--- config.mk ---
export PLATFORM = sky130hd
export DESIGN_NAME = a2_inv_state_mapper_flat
export DESIGN_NICKNAME = d
export VERILOG_FILES = /design/src/rtl/a2_inv_state_mapper_if.sv /design/src/rtl/a2_inv_state_mapper.sv /design/src/flat_wrapper.sv
export SDC_FILE = /design/constraint.sdc
export NUM_CORES = 1
export LEC_CHECK = 0
export BUFFER_PORTS_ARGS = -buffer_cell sky130_fd_sc_hd__buf_4
export CAP_MARGIN = 25
export CELL_PAD_IN_SITES_DETAIL_PLACEMENT = 1
export CELL_PAD_IN_SITES_GLOBAL_PLACEMENT = 1
export CORE_AREA = 2 2 176 178
export CTS_CLUSTER_SIZE = 24
export DETAILED_ROUTE_END_ITERATION = 16
export DIE_AREA = 0 0 178 180
export HOLD_SLACK_MARGIN = 0.02
export PLACE_DENSITY_LB_ADDON = 0.05
export SLEW_MARGIN = 20
export SYNTH_ARGS = -nofsm -noshare
export SYNTH_HDL_FRONTEND = slang
export SYNTH_SLANG_ARGS = --single-unit
--- constraint.sdc ---
create_clock -name clk -period 2.3 [get_ports clk]
set_input_delay 0.46 -clock clk [delete_from_list [all_inputs] [get_ports clk]]
set_output_delay 0.46 -clock clk [all_outputs]
set_load 0.1 [all_outputs]
--- src/rtl/a2_inv_state_mapper_if.sv ---
// Handshake bundle for the A2 inverse state mapper: input state, output state and busy flag.
interface a2_inv_state_mapper_if;
    logic         in_valid;
    logic         in_ready;
    logic [127:0] in_data;
    logic         out_valid;
    logic         out_ready;
    logic [127:0] out_data;
    logic         busy;

    // Producer/consumer side (drives requests, accepts results)
    modport master (
        output in_valid,
        output in_data,
        output out_ready,
        input  in_ready,
        input  out_valid,
        input  out_data,
        input  busy
    );

    // Mapper side
    modport slave (
        input  in_valid,
        input  in_data,
        input  out_ready,
        output in_ready,
        output out_valid,
        output out_data,
        output busy
    );
endinterface

--- src/rtl/a2_inv_state_mapper.sv ---
// Sequential inverse A2 basis map over a 128-bit AES state: composite-field bytes back to
// standard GF(2^8) representation, LANES bytes per cycle, valid/ready on both sides.
module a2_inv_state_mapper #(
    parameter int unsigned LANES = 4
) (
    input  logic                  clk,
    input  logic                  rst,
    a2_inv_state_mapper_if.slave  bus
);
    localparam int unsigned Groups = 16 / LANES;
    localparam int unsigned CntW   = (Groups > 1) ? $clog2(Groups) : 1;
    localparam logic [CntW-1:0] LastCnt = CntW'(Groups - 1);

    typedef enum logic [1:0] {
        StIdle,
        StBusy,
        StDone
    } state_e;

    state_e          state_q, state_d;
    logic [127:0]    work_q, work_d;
    logic [CntW-1:0] cnt_q, cnt_d;

    // Inverse basis map for one byte (o = composite basis, result = standard basis)
    function automatic logic [7:0] inv_map(input logic [7:0] o);
        logic [7:0] i;
        i[7] = o[7] ^ o[5] ^ o[3] ^ o[1];
        i[6] = o[5] ^ o[3] ^ o[1];
        i[5] = o[3] ^ o[1];
        i[4] = o[7] ^ o[1];
        i[3] = o[6] ^ o[3] ^ o[1];
        i[2] = o[5] ^ o[4] ^ o[3];
        i[1] = o[3] ^ o[2] ^ o[1];
        i[0] = o[7] ^ o[5] ^ o[3] ^ o[0];
        return i;
    endfunction

    // State, work register and byte-group counter; reset discards any in-flight state
    always_ff @(posedge clk) begin
        if (rst) begin
            state_q <= StIdle;
            work_q  <= '0;
            cnt_q   <= '0;
        end else begin
            state_q <= state_d;
            work_q  <= work_d;
            cnt_q   <= cnt_d;
        end
    end

    // Next state: capture in IDLE, map one byte group per BUSY cycle, hold in DONE
    always_comb begin
        state_d = state_q;
        work_d  = work_q;
        cnt_d   = cnt_q;
        unique case (state_q)
            StIdle: begin
                if (bus.in_valid) begin
                    work_d  = bus.in_data;
                    cnt_d   = '0;
                    state_d = StBusy;
                end
            end
            StBusy: begin
                // Constant byte indices compared against cnt keep the datapath mux-free
                for (int b = 0; b < 16; b++) begin
                    if (CntW'(b / LANES) == cnt_q) begin
                        work_d[b*8 +: 8] = inv_map(work_q[b*8 +: 8]);
                    end
                end
                // Counter stops on the last group; it only restarts on a new accept
                if (cnt_q == LastCnt) begin
                    state_d = StDone;
                end else begin
                    cnt_d = cnt_q + 1'b1;
                end
            end
            StDone: begin
                if (bus.out_ready) begin
                    state_d = StIdle;
                end
            end
            default: state_d = StIdle;
        endcase
    end

    // Outputs decoded from the current state; out_data always mirrors the work register
    always_comb begin
        bus.in_ready  = (state_q == StIdle);
        bus.out_valid = (state_q == StDone);
        bus.busy      = (state_q == StBusy) || (state_q == StDone);
        bus.out_data  = work_q;
    end
endmodule
--- src/flat_wrapper.sv ---
// flat-port wrapper written by rule: the top's interface ports become plain ports
module a2_inv_state_mapper_flat 
#(
    parameter int unsigned LANES = 4
)
  (clk, rst, bus_in_valid, bus_in_data, bus_out_ready, bus_in_ready, bus_out_valid, bus_out_data, bus_busy);
  a2_inv_state_mapper_if bus_i ();
  input  logic clk;
  input  logic rst;
  input wire logic [$bits(bus_i.in_valid)-1:0] bus_in_valid;
  input wire logic [$bits(bus_i.in_data)-1:0] bus_in_data;
  input wire logic [$bits(bus_i.out_ready)-1:0] bus_out_ready;
  output wire logic [$bits(bus_i.in_ready)-1:0] bus_in_ready;
  output wire logic [$bits(bus_i.out_valid)-1:0] bus_out_valid;
  output wire logic [$bits(bus_i.out_data)-1:0] bus_out_data;
  output wire logic [$bits(bus_i.busy)-1:0] bus_busy;
  assign bus_i.in_valid = bus_in_valid;
  assign bus_i.in_data = bus_in_data;
  assign bus_i.out_ready = bus_out_ready;
  assign bus_in_ready = bus_i.in_ready;
  assign bus_out_valid = bus_i.out_valid;
  assign bus_out_data = bus_i.out_data;
  assign bus_busy = bus_i.busy;
  a2_inv_state_mapper #(.LANES(LANES)) u_core (.clk(clk), .rst(rst), .bus(bus_i));
endmodule
# [Word-level counts from Yosys, hierarchy flattened]
# Index checks and enable logic that the tools add are counted.
# W data, S select, Z words.
[classes] mul=0 add_sub_neg=1 n_mux=25 bitwise=224 div=0 eq_ne=14 shift=0 reduce_logical=10 n_lt_le_gt_ge=0
[op_table] operator="$pmux W128 S2" n=1
[op_table] operator="$xor A1 B1 Y1" n=224
[op_table] operator="$mux W128" n=1
[op_table] operator="$mux W8" n=16
[op_table] operator="$reduce_and A3 Y1" n=6
[op_table] operator="$mux W2" n=5
[op_table] operator="$ne A2 B1 Y1 const B" n=5
[op_table] operator="$ne A2 B2 Y1 const B" n=3
[op_table] operator="$pmux W2 S3" n=1
[op_table] operator="$eq A2 B2 Y1 const A" n=2
[op_table] operator="$eq A2 B2 Y1 const B" n=2
[op_table] operator="$logic_not A2 Y1" n=2
[op_table] operator="$pmux W2 S2" n=1
[op_table] operator="$add A2 B1 Y2 const B" n=1
[op_table] operator="$eq A1 B2 Y1 const A" n=1
[op_table] operator="$eq A2 B1 Y1 const B" n=1
[op_table] operator="$reduce_bool A2 Y1" n=1
[op_table] operator="$logic_or A1 B1 Y1" n=1
[totals] register_bits=132 mem_bits_ro=0 latchBits=0 memories=0 word_cells=280 input_bits=132 ramBits=0

# [Depth between registers and ports, before layout]
[logic_depth] word_depth=5 mapped_depth=9

# [Worst setup path before layout]
# OpenSTA, ideal clock, no wires.
[synth_timing] path_kind="register -> register" from="register u_core.state_q[0]" to="register u_core.work_q[102] (netlist: u_core.bus.out_data[102])" t_arrival_ns=2.304 period_less_slack_ns=2.424 path_stages_with_launch=9 setup_slack_ns=-0.124 t_required_ns=2.180 path_cell_list="dfxtp_1 inv_1 ha_1 mux2i_1 or2_2 buf_4 buf_2 a211oi_1 nor2_1"
[synth_between] elab_chain_len=3
[synth_lines] element="start: declaration" line_no="a2_inv_state_mapper.sv:20" source="state_e state_q, state_d;"
[synth_lines] element="start signal: assignment" line_no="a2_inv_state_mapper.sv:41" source="state_q <= StIdle;"
[synth_lines] element="start signal: assignment" line_no="a2_inv_state_mapper.sv:45" source="state_q <= state_d;"
[synth_lines] element="$logic_not A2 Y1 *"
[synth_lines] element="net bus_in_ready" line_no="flat_wrapper.sv:13" source="output wire logic [$bits(bus_i.in_ready)-1:0] bus_in_ready;"
[synth_lines] element="$ne A2 B2 Y1 (no line) or $reduce_bool A2 Y1 (tied branches)"
[synth_lines] element="$reduce_and A3 Y1 (no line)"
[synth_lines] element="end signal: assignment" line_no="a2_inv_state_mapper.sv:46" source="work_q <= work_d;"
[synth_lines] element="end: declaration" line_no="a2_inv_state_mapper.sv:21" source="logic [127:0] work_q, work_d;"
# Mark *: on every way through the listed nets, which the timed path passes. The rest lies on a longest branch.
# A chain may end at the register's enable or synchronous reset.

# [Worst setup path in the final report]
[layout_timing] from="register u_core.state_q[1]" to="register u_core.work_q[56] (netlist: u_core.bus.out_data[56])"
[layout_between] elab_chain_len=3
[layout_lines] element="$eq A2 B1 Y1 or $logic_not A2 Y1 (tied branches)" line_no="a2_inv_state_mapper.sv:56" source="unique case (state_q)"
[layout_lines] element="$ne A2 B1 Y1 (no line) (tied with other cells)"
[layout_lines] element="$reduce_and A3 Y1 (no line)"
# Parallel ways exist; a longest one is shown, timed or not.

==> summary.log <==
[floorplanning] total I/O pin count 263
[grt] largest net degree at the start of global routing 86
[clock_network] H-tree levels 4
[clock_network] Hold Buf Count CTS 0
[synth] Yosys reg bits 132
[clock_network] number of buffers created by CTS 17
[sta] upper clock frequency limit 501.2 MHz
[pwr] Clock power frac 20.5%
[worst_setup_path] endpoint of the worst register-to-register path u_core.bus.out_data[56]
[routing] Vias/cell 4.674
[worst_hold_path] worst hold endpoint u_core.bus.out_data[118]
[synth] Syn Area/Cell 8.055 um^2
[worst_hold_path] hold path start bus_in_data[118]
[routing] DR WL/cell 17.26 um
[routing] post-route DRC violation count 0
[worst_setup_path] maximum net fanout on the critical path 36
[sta] post-route minimum period 1995 ps
[place] DPL Wire Length 18.81 mm
[finish] Sequential Area 2643 um^2
[worst_setup_path] origin of the critical flop-to-flop path u_core.state_q[1]
[place] placer's final routability congestion estimate 0.7155
[floorplanning] Total Die Area 32040 um^2
[routing] wire length on met3 1.588 mm
[sta] setup repair after global routing missed its margin no
[floorplanning] height of the die 180 um
[job] maximum capacitance violations 0
[finish] share of cells above drive strength 1 28.33%
[finish] number of filler cells placed in the layout 3613
[synth] Post-synth EDFFs 0
[synth] total nets after synthesis 1062
[worst_hold_path] HP Class in2reg
[clock_network] Clock Sinks 132
[worst_setup_path] critical path class reg2reg
[pwr] cell area power density 1269 nW/um^2
[pwr] share of total power in sequential cells 24.8%
[synth] number of distinct library cell variants in the gate-level netlist after synthesis 41
[synth] summed instance area of the synthesized netlist 7418 um^2
[clock_network] number of buffers inserted to repair setup after CTS 0
[routing] met2 wirelength from detailed routing 13.10 mm
[grt] overall fraction of global-route tracks in use 17.06%
[worst_setup_path] R2R cell count 8
[clock_network] Clock Root Buffer sky130_fd_sc_hd__clkbuf_16
[routing] initial DRC count 277
[floorplanning] Die W 178 um
[grt] global-route wire length before repair 43.32 mm
[pwr] combinational fraction of design power 54.7%
[pwr] worst IR drop on VDD 0.0005689 V
[pwr] switching component of the power 0.006809 W
[sta] post-layout worst setup margin 304.8 ps
[worst_setup_path] arrival time worst endpoint 2310 ps
[finish] total number of nets in the final design 1300
[floorplanning] initial standard-cell utilization of the core 24.57%
[sta] fraction of the cycle the final worst path needs 86.75%
[routing] Vias 7333
[routing] length of routed wiring on met1 12.17 mm
[worst_setup_path] CP startpoint kind register
[worst_hold_path] WHS Path Cells 3
[floorplanning] floorplan row count 64
[sta] worst-case clock skew 16.34 ps
[pwr] leakage power total 4.121 nW
[worst_setup_path] flop2flop setup slack 300 ps
[pwr] design internal power 0.006446 W
[synth] share of async-settable or async-resettable flops after synthesis 0%
[sta] transition time of the tightest slew-check pin 637.9 ps
[sta] Slew Limit Headroom 57.47%
[synth] commonest register cell after synthesis sky130_fd_sc_hd__dfxtp_1
[grt] total gr overflow 0
[finish] area of combinational cells with multiple inputs 4448 um^2
[clock_network] CTS clock-pin slew for the worst setup and hold paths 70 ps
[synth] Cells after Synth 921
[run_status] result of the run completed
[finish] most frequent cells in the layout sky130_fd_sc_hd__buf_4 (277), sky130_fd_sc_hd__a21oi_1 (179), sky130_fd_sc_hd__nand2_1 (145), sky130_fd_sc_hd__xnor2_1 (141), sky130_fd_sc_hd__dfxtp_1 (132)
[grt] number of antenna violations at the first check in global routing 1
[clock_network] CTS tree yes
[sta] Post-Route Hold Slack 286.8 ps
[routing] top metal layer carrying routed signals met4
[pwr] Sw Ratio 51.37%
[grt] number of global-route vias before repair 7687
[sta] number of failing setup endpoints in the final timing report 0
[sta] final-report max-slew violation count 0
[worst_setup_path] Critical Path RT 2610 ps
[finish] Area growth, synth to finish 40.75%
[worst_setup_path] crit path capture type register
[routing] overall routed net length 27.08 mm
[sta] final hold viol count 0
[place] PortBufs 262
[finish] final std cells w/o fill 1569
[clock_network] Worst-Skew Late Latency 430 ps
[synth] number of warning messages in the yosys log 0
[finish] most common cell after layout, fill and taps aside sky130_fd_sc_hd__buf_4
[clock_network] number of cells upsized or downsized after cts 0
[place] number of placed instances with taps included 1535
[floorplanning] core area 30190 um^2
[routing] drt pass-1 iters 4
[clock_network] clk buf depth 2
[place] minimum setup slack after placement 66.78 ps
[routing] antenna-violating nets left 0
[synth] sequential cell area fraction in the yosys report 35.62%
==> power by group through the flow <==
stage | clock network [W] | registers [W] | logic [W]
finish | 0.00272 | 0.00329 | 0.00725
global route | 0.00292 | 0.00337 | 0.00775
CTS | 0.00283 | 0.00331 | 0.00734
detailed placement | 0 | 0.00335 | 0.00732
global placement | 0 | 0.00336 | 0.00729
floorplan | 0 | 0.00620 | 0.00280
==> through the flow <==
stage                     setup TNS, ps  utilization, %  instance area, um^2  power [W]
final                                 0           34.59                10440    0.01325
after global routing                  0           34.58                10440    0.01405
after CTS                             0           34.54                10430    0.01347
after detailed placement              0           32.66                 9861    0.01067
after global placement           -621.9           32.65                 9856    0.01065
after floorplan                       0               -                 7421   0.008995
==> synthesized netlist by cell type, types with 2 or more instances <==
library cell | instances | area share [%]
sky130_fd_sc_hd__nor3_1 | 4 | 0.27
sky130_fd_sc_hd__o22ai_1 | 3 | 0.25
sky130_fd_sc_hd__a21o_1 | 3 | 0.30
sky130_fd_sc_hd__mux2i_1 | 13 | 1.8
sky130_fd_sc_hd__ha_1 | 9 | 1.5
sky130_fd_sc_hd__a211o_1 | 20 | 2.4
sky130_fd_sc_hd__o31ai_1 | 5 | 0.51
sky130_fd_sc_hd__nor2_1 | 38 | 1.9
sky130_fd_sc_hd__inv_1 | 7 | 0.35
sky130_fd_sc_hd__buf_1 | 5 | 0.25
sky130_fd_sc_hd__buf_2 | 16 | 1.1
sky130_fd_sc_hd__o211ai_1 | 32 | 3.2
sky130_fd_sc_hd__xor2_1 | 5 | 0.59
sky130_fd_sc_hd__nand3_1 | 5 | 0.34
sky130_fd_sc_hd__and3_1 | 3 | 0.25
sky130_fd_sc_hd__a21oi_2 | 2 | 0.24
sky130_fd_sc_hd__nor2b_1 | 3 | 0.25
sky130_fd_sc_hd__dfxtp_1 | 132 | 36
sky130_fd_sc_hd__o21ai_0 | 68 | 4.6
sky130_fd_sc_hd__a21oi_1 | 179 | 12
sky130_fd_sc_hd__xnor2_1 | 141 | 17
sky130_fd_sc_hd__buf_6 | 4 | 0.61
sky130_fd_sc_hd__buf_4 | 4 | 0.40
sky130_fd_sc_hd__xnor2_2 | 4 | 0.88
sky130_fd_sc_hd__a211oi_1 | 6 | 0.61
sky130_fd_sc_hd__nand2b_1 | 3 | 0.25
sky130_fd_sc_hd__or2_1 | 3 | 0.25
sky130_fd_sc_hd__xnor3_1 | 6 | 1.8
sky130_fd_sc_hd__nor2_2 | 3 | 0.25
sky130_fd_sc_hd__a32o_1 | 3 | 0.40
sky130_fd_sc_hd__nand2_1 | 145 | 7.3
sky130_fd_sc_hd__clkbuf_1 | 38 | 1.9
==> cell type report <==
| class | instances | share of cell area [%] |
|---|---|---|
| clock inverter | 13 | 1.186 |
| timing repair buffer | 286 | 21.56 |
| inverter | 9 | 0.3355 |
| antenna | 1 | 0.02397 |
| clock buffer | 19 | 4.242 |
| sequential | 132 | 25.31 |
| multi-input combinational | 713 | 42.60 |
| tap | 396 | 4.745 |
==> worst max path at each step <==
stage,depth (start not counted),to,slack [ps],from
2_1_floorplan,4,u_core.bus.out_data[15],200,u_core.bus.out_data[9]
3_3_place_gp,7,u_core.bus.out_data[55],-100,u_core.state_q[1]
3_5_place_dp,7,u_core.bus.out_data[92],70,u_core.state_q[1]
4_1_cts,7,u_core.bus.out_data[92],50,u_core.state_q[1]
5_1_grt,7,u_core.bus.out_data[53],100,u_core.state_q[1]
6_report,8,u_core.bus.out_data[56],300,u_core.state_q[1]
==> state kept, by name, indices dropped and copies added, names as in the netlist <==
register / count
u_core.cnt_q: 2
u_core.bus.out_data: 128
u_core.state_q: 2
==> worst max-delay path: stages, from the launching register on <==
cell	delay (ps)
sky130_fd_sc_hd__dfxtp_1	320
sky130_fd_sc_hd__inv_1	100
sky130_fd_sc_hd__ha_1	250
sky130_fd_sc_hd__mux2i_1	170
sky130_fd_sc_hd__buf_4	170
sky130_fd_sc_hd__or2_1	260
sky130_fd_sc_hd__buf_12	180
sky130_fd_sc_hd__a21o_1	170
sky130_fd_sc_hd__a32o_1	250
==> kinds of logic (layout without fill, tap and decap cells) <==
group	after synthesis	in the layout	share of synthesized area [%]
other	0	1	0
and+or+nand+nor	211	211	11.52
buffers and inverters	76	327	4.723
xor gates and xnor gates	156	156	19.94
adders and majority gates	9	9	1.518
AOI/OAI and AO/OA	324	324	24.93
DFF	132	132	35.62
muxes	13	13	1.754
==> metal layers <==
layer	vias up	global-route usage (%)
met2	150	29.09
li1	3642	-
met5	-	0
met1	3529	21.41
met4	0	3.574
met3	12	4.590
Note: power is estimated with default switching activity, not from simulation.
